===== src/rtl/gpib_pkg.sv =====
// Shared types and helpers for the GPIB talker-side source handshake engine.
// The FIFO entry layout depends on DATA_W, so the top declares it locally.
package gpib_pkg;

   typedef enum logic [2:0] {
      IDLE,
      LOAD,
      WAIT_RFD,
      SETTLE,
      WAIT_DAC
   } state_t;

   // Width of the shared settle/timeout counter. It must hold values up to max(a, b) - 1.
   function automatic int unsigned cnt_width(input int unsigned a, input int unsigned b);
      int unsigned m;
      m = (a > b) ? a : b;
      return (m <= 2) ? 1 : $clog2(m);
   endfunction

endpackage


===== src/rtl/gpib_sync_fifo.sv =====
// Single-clock FIFO with an occupancy count. Writes are dropped while the FIFO is full,
// and pops are ignored while it is empty. The head entry is presented combinationally.
module gpib_sync_fifo #(
   parameter int unsigned WIDTH = 9,
   parameter int unsigned DEPTH = 8
) (
   input  logic                   clk,
   input  logic                   rst_n,
   input  logic [WIDTH-1:0]       wr_data,
   input  logic                   wr_valid,
   output logic                   wr_ready,
   output logic [WIDTH-1:0]       rd_data,
   input  logic                   rd_pop,
   output logic [$clog2(DEPTH):0] level
);

   localparam int unsigned AW = $clog2(DEPTH);
   localparam int unsigned LW = AW + 1;

   logic [AW-1:0]    wr_ptr_q, wr_ptr_d;
   logic [AW-1:0]    rd_ptr_q, rd_ptr_d;
   logic [LW-1:0]    level_q, level_d;
   logic [WIDTH-1:0] mem_q [DEPTH];
   logic             do_wr, do_rd;

   always_comb begin
      wr_ready = (level_q != LW'(DEPTH));
      do_wr    = wr_valid && wr_ready;
      do_rd    = rd_pop && (level_q != '0);
      // Power-of-two depth lets the pointers wrap naturally.
      wr_ptr_d = wr_ptr_q + AW'(do_wr);
      rd_ptr_d = rd_ptr_q + AW'(do_rd);
      level_d  = level_q + LW'(do_wr) - LW'(do_rd);
   end

   always_ff @(posedge clk or negedge rst_n) begin
      if (!rst_n) begin
         wr_ptr_q <= '0;
         rd_ptr_q <= '0;
         level_q  <= '0;
      end else begin
         wr_ptr_q <= wr_ptr_d;
         rd_ptr_q <= rd_ptr_d;
         level_q  <= level_d;
      end
   end

   always_ff @(posedge clk) begin
      if (do_wr) begin
         mem_q[wr_ptr_q] <= wr_data;
      end
   end

   assign rd_data = mem_q[rd_ptr_q];
   assign level   = level_q;

endmodule


===== src/rtl/gpib_source_hs.sv =====
// GPIB talker source handshake engine. It queues bytes with per-byte ATN tags and drives
// DIO/DAV/ATN through the full NRFD/NDAC handshake, with timeout and no-listener detection.
module gpib_source_hs
   import gpib_pkg::*;
#(
   parameter int unsigned DATA_W      = 8,
   parameter int unsigned DEPTH       = 8,
   parameter int unsigned SYNC_STAGES = 2,
   parameter int unsigned SETTLE_CYC  = 4,
   parameter int unsigned TIMEOUT_CYC = 1024
) (
   input  logic                   clk,
   input  logic                   rst_n,
   input  logic [DATA_W-1:0]      wr_data,
   input  logic                   wr_atn,
   input  logic                   wr_valid,
   output logic                   wr_ready,
   input  logic                   nrfd_in,
   input  logic                   ndac_in,
   output logic [DATA_W-1:0]      dio_out,
   output logic                   dav,
   output logic                   atn,
   output logic                   busy,
   output logic [$clog2(DEPTH):0] level,
   output logic                   err_timeout,
   output logic                   err_nolistener,
   input  logic                   err_clr
);

   localparam int unsigned CntW = cnt_width(SETTLE_CYC, TIMEOUT_CYC);
   localparam logic [CntW-1:0] SettleLast  = CntW'(SETTLE_CYC - 1);
   localparam logic [CntW-1:0] TimeoutLast = CntW'((TIMEOUT_CYC == 0) ? 0 : TIMEOUT_CYC - 1);

   typedef struct packed {
      logic              atn;
      logic [DATA_W-1:0] data;
   } entry_t;

   entry_t            wr_entry, head;
   logic [DATA_W:0]   head_raw;
   logic              pop;

   logic [SYNC_STAGES-1:0] nrfd_sync_q, nrfd_sync_d;
   logic [SYNC_STAGES-1:0] ndac_sync_q, ndac_sync_d;
   logic                   nrfd_s, ndac_s;

   state_t            state_q, state_d;
   logic [CntW-1:0]   cnt_q, cnt_d;
   logic [DATA_W-1:0] dio_q, dio_d;
   logic              atn_q, atn_d;
   logic              dav_q, dav_d;
   logic              err_to_q, err_to_d;
   logic              err_nl_q, err_nl_d;
   logic              set_to, set_nl, timeout_hit;

   always_comb begin
      wr_entry.atn  = wr_atn;
      wr_entry.data = wr_data;
      head          = entry_t'(head_raw);
   end

   gpib_sync_fifo #(
      .WIDTH(DATA_W + 1),
      .DEPTH(DEPTH)
   ) u_fifo (
      .clk     (clk),
      .rst_n   (rst_n),
      .wr_data (wr_entry),
      .wr_valid(wr_valid),
      .wr_ready(wr_ready),
      .rd_data (head_raw),
      .rd_pop  (pop),
      .level   (level)
   );

   // Bus lines reset to "asserted" so a stale release is never seen straight out of reset.
   always_comb begin
      nrfd_sync_d = {nrfd_sync_q[SYNC_STAGES-2:0], nrfd_in};
      ndac_sync_d = {ndac_sync_q[SYNC_STAGES-2:0], ndac_in};
      nrfd_s      = nrfd_sync_q[SYNC_STAGES-1];
      ndac_s      = ndac_sync_q[SYNC_STAGES-1];
   end

   always_ff @(posedge clk or negedge rst_n) begin
      if (!rst_n) begin
         nrfd_sync_q <= '1;
         ndac_sync_q <= '1;
      end else begin
         nrfd_sync_q <= nrfd_sync_d;
         ndac_sync_q <= ndac_sync_d;
      end
   end

   always_comb begin
      state_d     = state_q;
      cnt_d       = cnt_q;
      dio_d       = dio_q;
      atn_d       = atn_q;
      pop         = 1'b0;
      set_to      = 1'b0;
      set_nl      = 1'b0;
      timeout_hit = (TIMEOUT_CYC != 0) && (cnt_q == TimeoutLast);

      unique case (state_q)
         IDLE: begin
            if (level != '0) begin
               state_d = LOAD;
            end
         end
         LOAD: begin
            dio_d = head.data;
            if (!nrfd_s && !ndac_s) begin
               set_nl  = 1'b1;
               pop     = 1'b1;
               state_d = IDLE;
            end else begin
               atn_d   = head.atn;
               cnt_d   = '0;
               state_d = WAIT_RFD;
            end
         end
         WAIT_RFD: begin
            if (!nrfd_s) begin
               cnt_d   = '0;
               state_d = SETTLE;
            end else if (timeout_hit) begin
               set_to  = 1'b1;
               pop     = 1'b1;
               state_d = IDLE;
            end else begin
               cnt_d = cnt_q + 1'b1;
            end
         end
         SETTLE: begin
            if (cnt_q == SettleLast) begin
               cnt_d   = '0;
               state_d = WAIT_DAC;
            end else begin
               cnt_d = cnt_q + 1'b1;
            end
         end
         WAIT_DAC: begin
            if (!ndac_s) begin
               pop     = 1'b1;
               state_d = IDLE;
            end else if (timeout_hit) begin
               set_to  = 1'b1;
               pop     = 1'b1;
               state_d = IDLE;
            end else begin
               cnt_d = cnt_q + 1'b1;
            end
         end
         default: begin
            state_d = IDLE;
         end
      endcase

      // DAV and ATN are registered from the next state, so they change on the state edge.
      if (state_d == IDLE) begin
         atn_d = 1'b0;
      end
      dav_d = (state_d == WAIT_DAC);

      err_to_d = err_clr ? 1'b0 : err_to_q;
      err_nl_d = err_clr ? 1'b0 : err_nl_q;
      if (set_to) begin
         err_to_d = 1'b1;
      end
      if (set_nl) begin
         err_nl_d = 1'b1;
      end
   end

   always_ff @(posedge clk or negedge rst_n) begin
      if (!rst_n) begin
         state_q  <= IDLE;
         cnt_q    <= '0;
         dio_q    <= '0;
         atn_q    <= 1'b0;
         dav_q    <= 1'b0;
         err_to_q <= 1'b0;
         err_nl_q <= 1'b0;
      end else begin
         state_q  <= state_d;
         cnt_q    <= cnt_d;
         dio_q    <= dio_d;
         atn_q    <= atn_d;
         dav_q    <= dav_d;
         err_to_q <= err_to_d;
         err_nl_q <= err_nl_d;
      end
   end

   assign dio_out        = dio_q;
   assign dav            = dav_q;
   assign atn            = atn_q;
   assign busy           = (state_q != IDLE) || (level != '0);
   assign err_timeout    = err_to_q;
   assign err_nolistener = err_nl_q;

endmodule


===== config.mk =====
export PLATFORM = sky130hd
export DESIGN_NAME = gpib_source_hs
export DESIGN_NICKNAME = d
export VERILOG_FILES = /design/src/rtl/gpib_pkg.sv /design/src/rtl/gpib_sync_fifo.sv /design/src/rtl/gpib_source_hs.sv
export SDC_FILE = /design/constraint.sdc
export NUM_CORES = 1
export LEC_CHECK = 0
export ABC_CLOCK_PERIOD_IN_PS = 6300
export BUFFER_PORTS_ARGS = -buffer_cell sky130_fd_sc_hd__buf_2
export CORE_UTILIZATION = 40
export CTS_CLUSTER_SIZE = 24
export DETAILED_ROUTE_END_ITERATION = 8
export PLACE_DENSITY_LB_ADDON = 0.3
export SLEW_MARGIN = 10
export SYNTH_ARGS = -nofsm -noshare
export SYNTH_HDL_FRONTEND = slang
export SYNTH_SLANG_ARGS = --single-unit

===== constraint.sdc =====
create_clock -name clk -period 6.3 [get_ports clk]
set_input_delay 0 -clock clk [delete_from_list [all_inputs] [get_ports clk]]
set_output_delay 0 -clock clk [all_outputs]
set_load 0.02 [all_outputs]

==> qor_table.md <==
| Metric | Value | Unit |
|:---|:---|:---|
| Core footprint | 11610 | sq um |
| Share of total power in the clock network | 24.8 | % |
| Sw Pwr | 0.8362 | mW |
| Iter 0 DRT Violations | 253 | - |
| Internal power | 1.640 | mW |
| Total setup buffers inserted after CTS | 0 | - |
| Post-Synthesis Mean Instance Area | 15.54 | sq um |
| Number of failing hold endpoints at the final stage | 0 | - |
| Worst IR drop on VDD | 0.1864 | mV |
| Resized cells post-CTS | 0 | - |
| Final sum of negative setup slack | 0 | ns |
| Critical path type | flop to flop | - |
| H-tree Lvls | 3 | - |
| Routed WL per cell | 18.22 | um |
| Worst-margin pin slew | 1.118 | ns |
| Switching Fraction | 33.77 | % |
| Pins Over Slew Limit | 0 | - |
| Final routed DRC violation total | 2 | - |
| Required time at the endpoint of the critical path | 6.58 | ns |
| Global-route usage over all layers | 16.02 | % |
| Sequential-to-total area share from yosys stat | 64.63 | % |
| Initial cell density of the core | 41.88 | % |
| DIE AREA | 12600 | sq um |
| # setup viols final | 0 | - |
| Static Leak | 2.104 | nW |
| Relative area change from synthesis to final layout | 15.15 | % |
| Final Power | 2.476 | mW |
| Top flip-flop cell by instance count after synthesis | sky130_fd_sc_hd__edfxtp_1 | - |
| Worst endpoint data arrival time | 3.09 | ns |
| Die Width | 112.3 | um |
| Power per cell area | 442.1 | nW/um^2 |
| Detailed-routing iteration count for the pre-antenna-repair pass | 7 | - |
| Power share of the combinational group | 31.3 | % |
| Violated checks | design-rule violations | - |
| Half-perimeter wire length of the detailed placement result | 6018 | um |
| Number of clock sinks | 111 | - |
| Endpoint type of the worst setup path | flop | - |
| Top-Level Pins | 33 | - |
| Netlist area before placement | 4863 | sq um |
| Net Count, Synth | 340 | - |
| Worst max-slew margin expressed relative to the limit | 25.19 | % |
| Final core utilization | 48.22 | % |
| RSZ-0062 raised after global routing | false | - |
| Number of buffers inserted by port buffering | 32 | - |
| Die height | 112.3 | um |
| Vias | 2808 | - |
| Net count, final | 387 | - |
| Yosys warnings | 0 | - |
| Antenna violations before repair | 0 | - |
| Timing-limited maximum frequency | 355.1 | MHz |
| Clock latency reported for the late side of the worst-skew pair | 0.35 | ns |
| Maximum count of clock buffers along a single path | 2 | - |
| Class of the tightest hold or removal check | primary input to flop | - |
| Part of the cycle the worst path needs | 44.70 | % |
| TritonCTS clock tree | yes | - |
| First-pass GRT wire length | 15140 | um |
| Final wirelength | 9254 | um |
| Share of total power in sequential cells | 43.9 | % |
| Gate Count Post-Synth | 313 | - |
| Total overflow reported by the global router | 0 | - |
| Inserted Diodes | 0 | - |
| Clock Pin Slew Worst Setup and Hold Paths | 0.07 | ns |
| Worst Hold Margin | 0.2644 | ns |
| Buffer type at the clock tree root | sky130_fd_sc_hd__clkbuf_16 | - |
| Number of maximum-capacitance constraint violations | 0 | - |
| Pin count of the biggest net entering global routing | 40 | - |
| Time the final worst path needs with I/O delays and setup | 2.816 | ns |
| Site row count | 39 | - |
| Post-DR vias/cell | 5.528 | - |
| Max FO, Critical Path | 7 | - |
| Hold buffer count at cts | 13 | - |
| Number of enable-type register cells in the synthesized netlist | 72 | - |
| Post-route ant nets | 0 | - |
| Via count of the first global-routing pass | 2806 | - |
| Flip-flop and latch count after synthesis | 111 | - |
| Worst setup skew after layout | 0.008679 | ns |
| FFs w/ async S/R, synth | 35.14 | % |
| Layout cells sized above 1 | 22.19 | % |
| Result of the run | finished, violations left | - |
| Number of distinct library cells after synthesis | 64 | - |
| Global placement routability congestion | 0.8831 | - |
| Clock buffers created by TritonCTS | 9 | - |
| Critical Path Source Type | flop | - |
routing by layer:
layer / wire length [um] / global-route usage (%) / vias up
met5: 0 / 0 / -
met4: 134 / 5.778 / 0
met3: 473 / 4.212 / 11
met2: 4433 / 25.01 / 65
met1: 4213 / 21.74 / 1395
li1: - / - / 1337
cell type report:
cell class              count  area (sq um)
inverters                  11         41.29
well taps                 143         178.9
multi-input cells         179          1600
fillers                   995          6013
repair buffers             48         312.8
clock buffers               9         225.2
flip-flops and latches    111          3143
clock inverters             7         98.84
Yosys cell counts (all sizes together) (5+ instances only):
cell	n	share of area (%)
nand4	5	0.77
buf	11	1.5
o21ai	6	0.69
a21oi	16	1.8
dfrtp	35	18
inv	11	0.85
ha	11	2.8
mux4	18	8.7
edfxtp	72	44
mux2i	9	1.9
nor3	7	0.82
nand2b	7	0.90
nand2	12	0.93
nor2	21	1.6
a31oi	7	0.90
stage by stage:
stage,area (sq um),setup WS (ns),std cells
6_report,5600,3.484,508
5_1_grt,5600,3.194,508
4_1_cts,5600,3.467,508
3_5_place_dp,5146,3.470,479
3_3_place_gp,5146,3.566,479
2_1_floorplan,4863,3.800,313
power by group through the flow:
stage	Clock, mW	Sequential [mW]	Combinational (mW)
CTS	0.628	1.09	0.782
detailed placement	0	1.11	0.771
global route	0.654	1.11	0.861
global placement	0	1.10	0.760
floorplan	0	1.06	0.606
finish	0.614	1.09	0.774
flip-flops by register name, summed over array words and instances (netlist names):
register / count
u_fifo.mem_q: 72
cnt_q: 10
dio_out: 8
u_fifo.level: 4
state_q: 3
u_fifo.rd_ptr_q: 3
u_fifo.wr_ptr_q: 3
ndac_sync_q: 2
nrfd_sync_q: 2
atn: 1
dav: 1
err_nolistener: 1
err_timeout: 1
kinds of logic (layout without fill, tap and decap cells):
logic type	count (synthesis)	after routing	synth area share (%)
AO/OA/AOI/OAI	59	59	8.979
XOR/XNOR	4	4	0.7203
buffers and inverters	23	75	2.470
multiplexers	28	28	10.81
AND/OR/NAND/NOR	76	76	9.159
adder cells (fa/ha/maj)	12	12	3.242
flip-flops	111	111	64.63
critical path: stages, from the launching register on:
cell and delay, ns:
sky130_fd_sc_hd__dfrtp_1 0.41, sky130_fd_sc_hd__ha_1 0.30, sky130_fd_sc_hd__nand3_1 0.18, sky130_fd_sc_hd__nor3_2 0.32, sky130_fd_sc_hd__o21ai_1 0.10, sky130_fd_sc_hd__a222oi_1 0.37, sky130_fd_sc_hd__ha_1 0.22, sky130_fd_sc_hd__inv_1 0.07
sky130_fd_sc_hd__ha_1 0.26, sky130_fd_sc_hd__a21o_1 0.17, sky130_fd_sc_hd__a21oi_1 0.18, sky130_fd_sc_hd__xor2_1 0.16
cells in the final DEF, fill, tap and decap left out, types with 6 or more instances in the layout:
master / count
sky130_fd_sc_hd__ha_1: 11
sky130_fd_sc_hd__a21oi_1: 14
sky130_fd_sc_hd__nor3_1: 6
sky130_fd_sc_hd__mux2i_1: 9
sky130_fd_sc_hd__dfrtp_1: 35
sky130_fd_sc_hd__dlygate4sd3_1: 13
sky130_fd_sc_hd__clkbuf_16: 9
sky130_fd_sc_hd__nand2_1: 12
sky130_fd_sc_hd__mux4_2: 13
sky130_fd_sc_hd__nor2_1: 21
sky130_fd_sc_hd__inv_1: 11
sky130_fd_sc_hd__a31oi_1: 7
sky130_fd_sc_hd__edfxtp_1: 72
sky130_fd_sc_hd__buf_2: 32
sky130_fd_sc_hd__nand2b_1: 7
path summary, 6_finish.rpt:
path	start	endpoint	slack, ns	cells past startpoint
worst max-delay path	cnt_q[0]	u_fifo.level[3]	3.48	11
worst min-delay path	wr_valid	u_fifo.wr_ptr_q[0]	0.26	3
worst max register to register	cnt_q[0]	u_fifo.level[3]	3.48	11
worst min register to register	nrfd_sync_q[0]	nrfd_sync_q[1]	0.36	0
max in group asynchronous	rst_n	dio_out[1]	5.40	2
min in group asynchronous	rst_n	cnt_q[8]	0.32	2
Power figures use the tool's default switching activity.
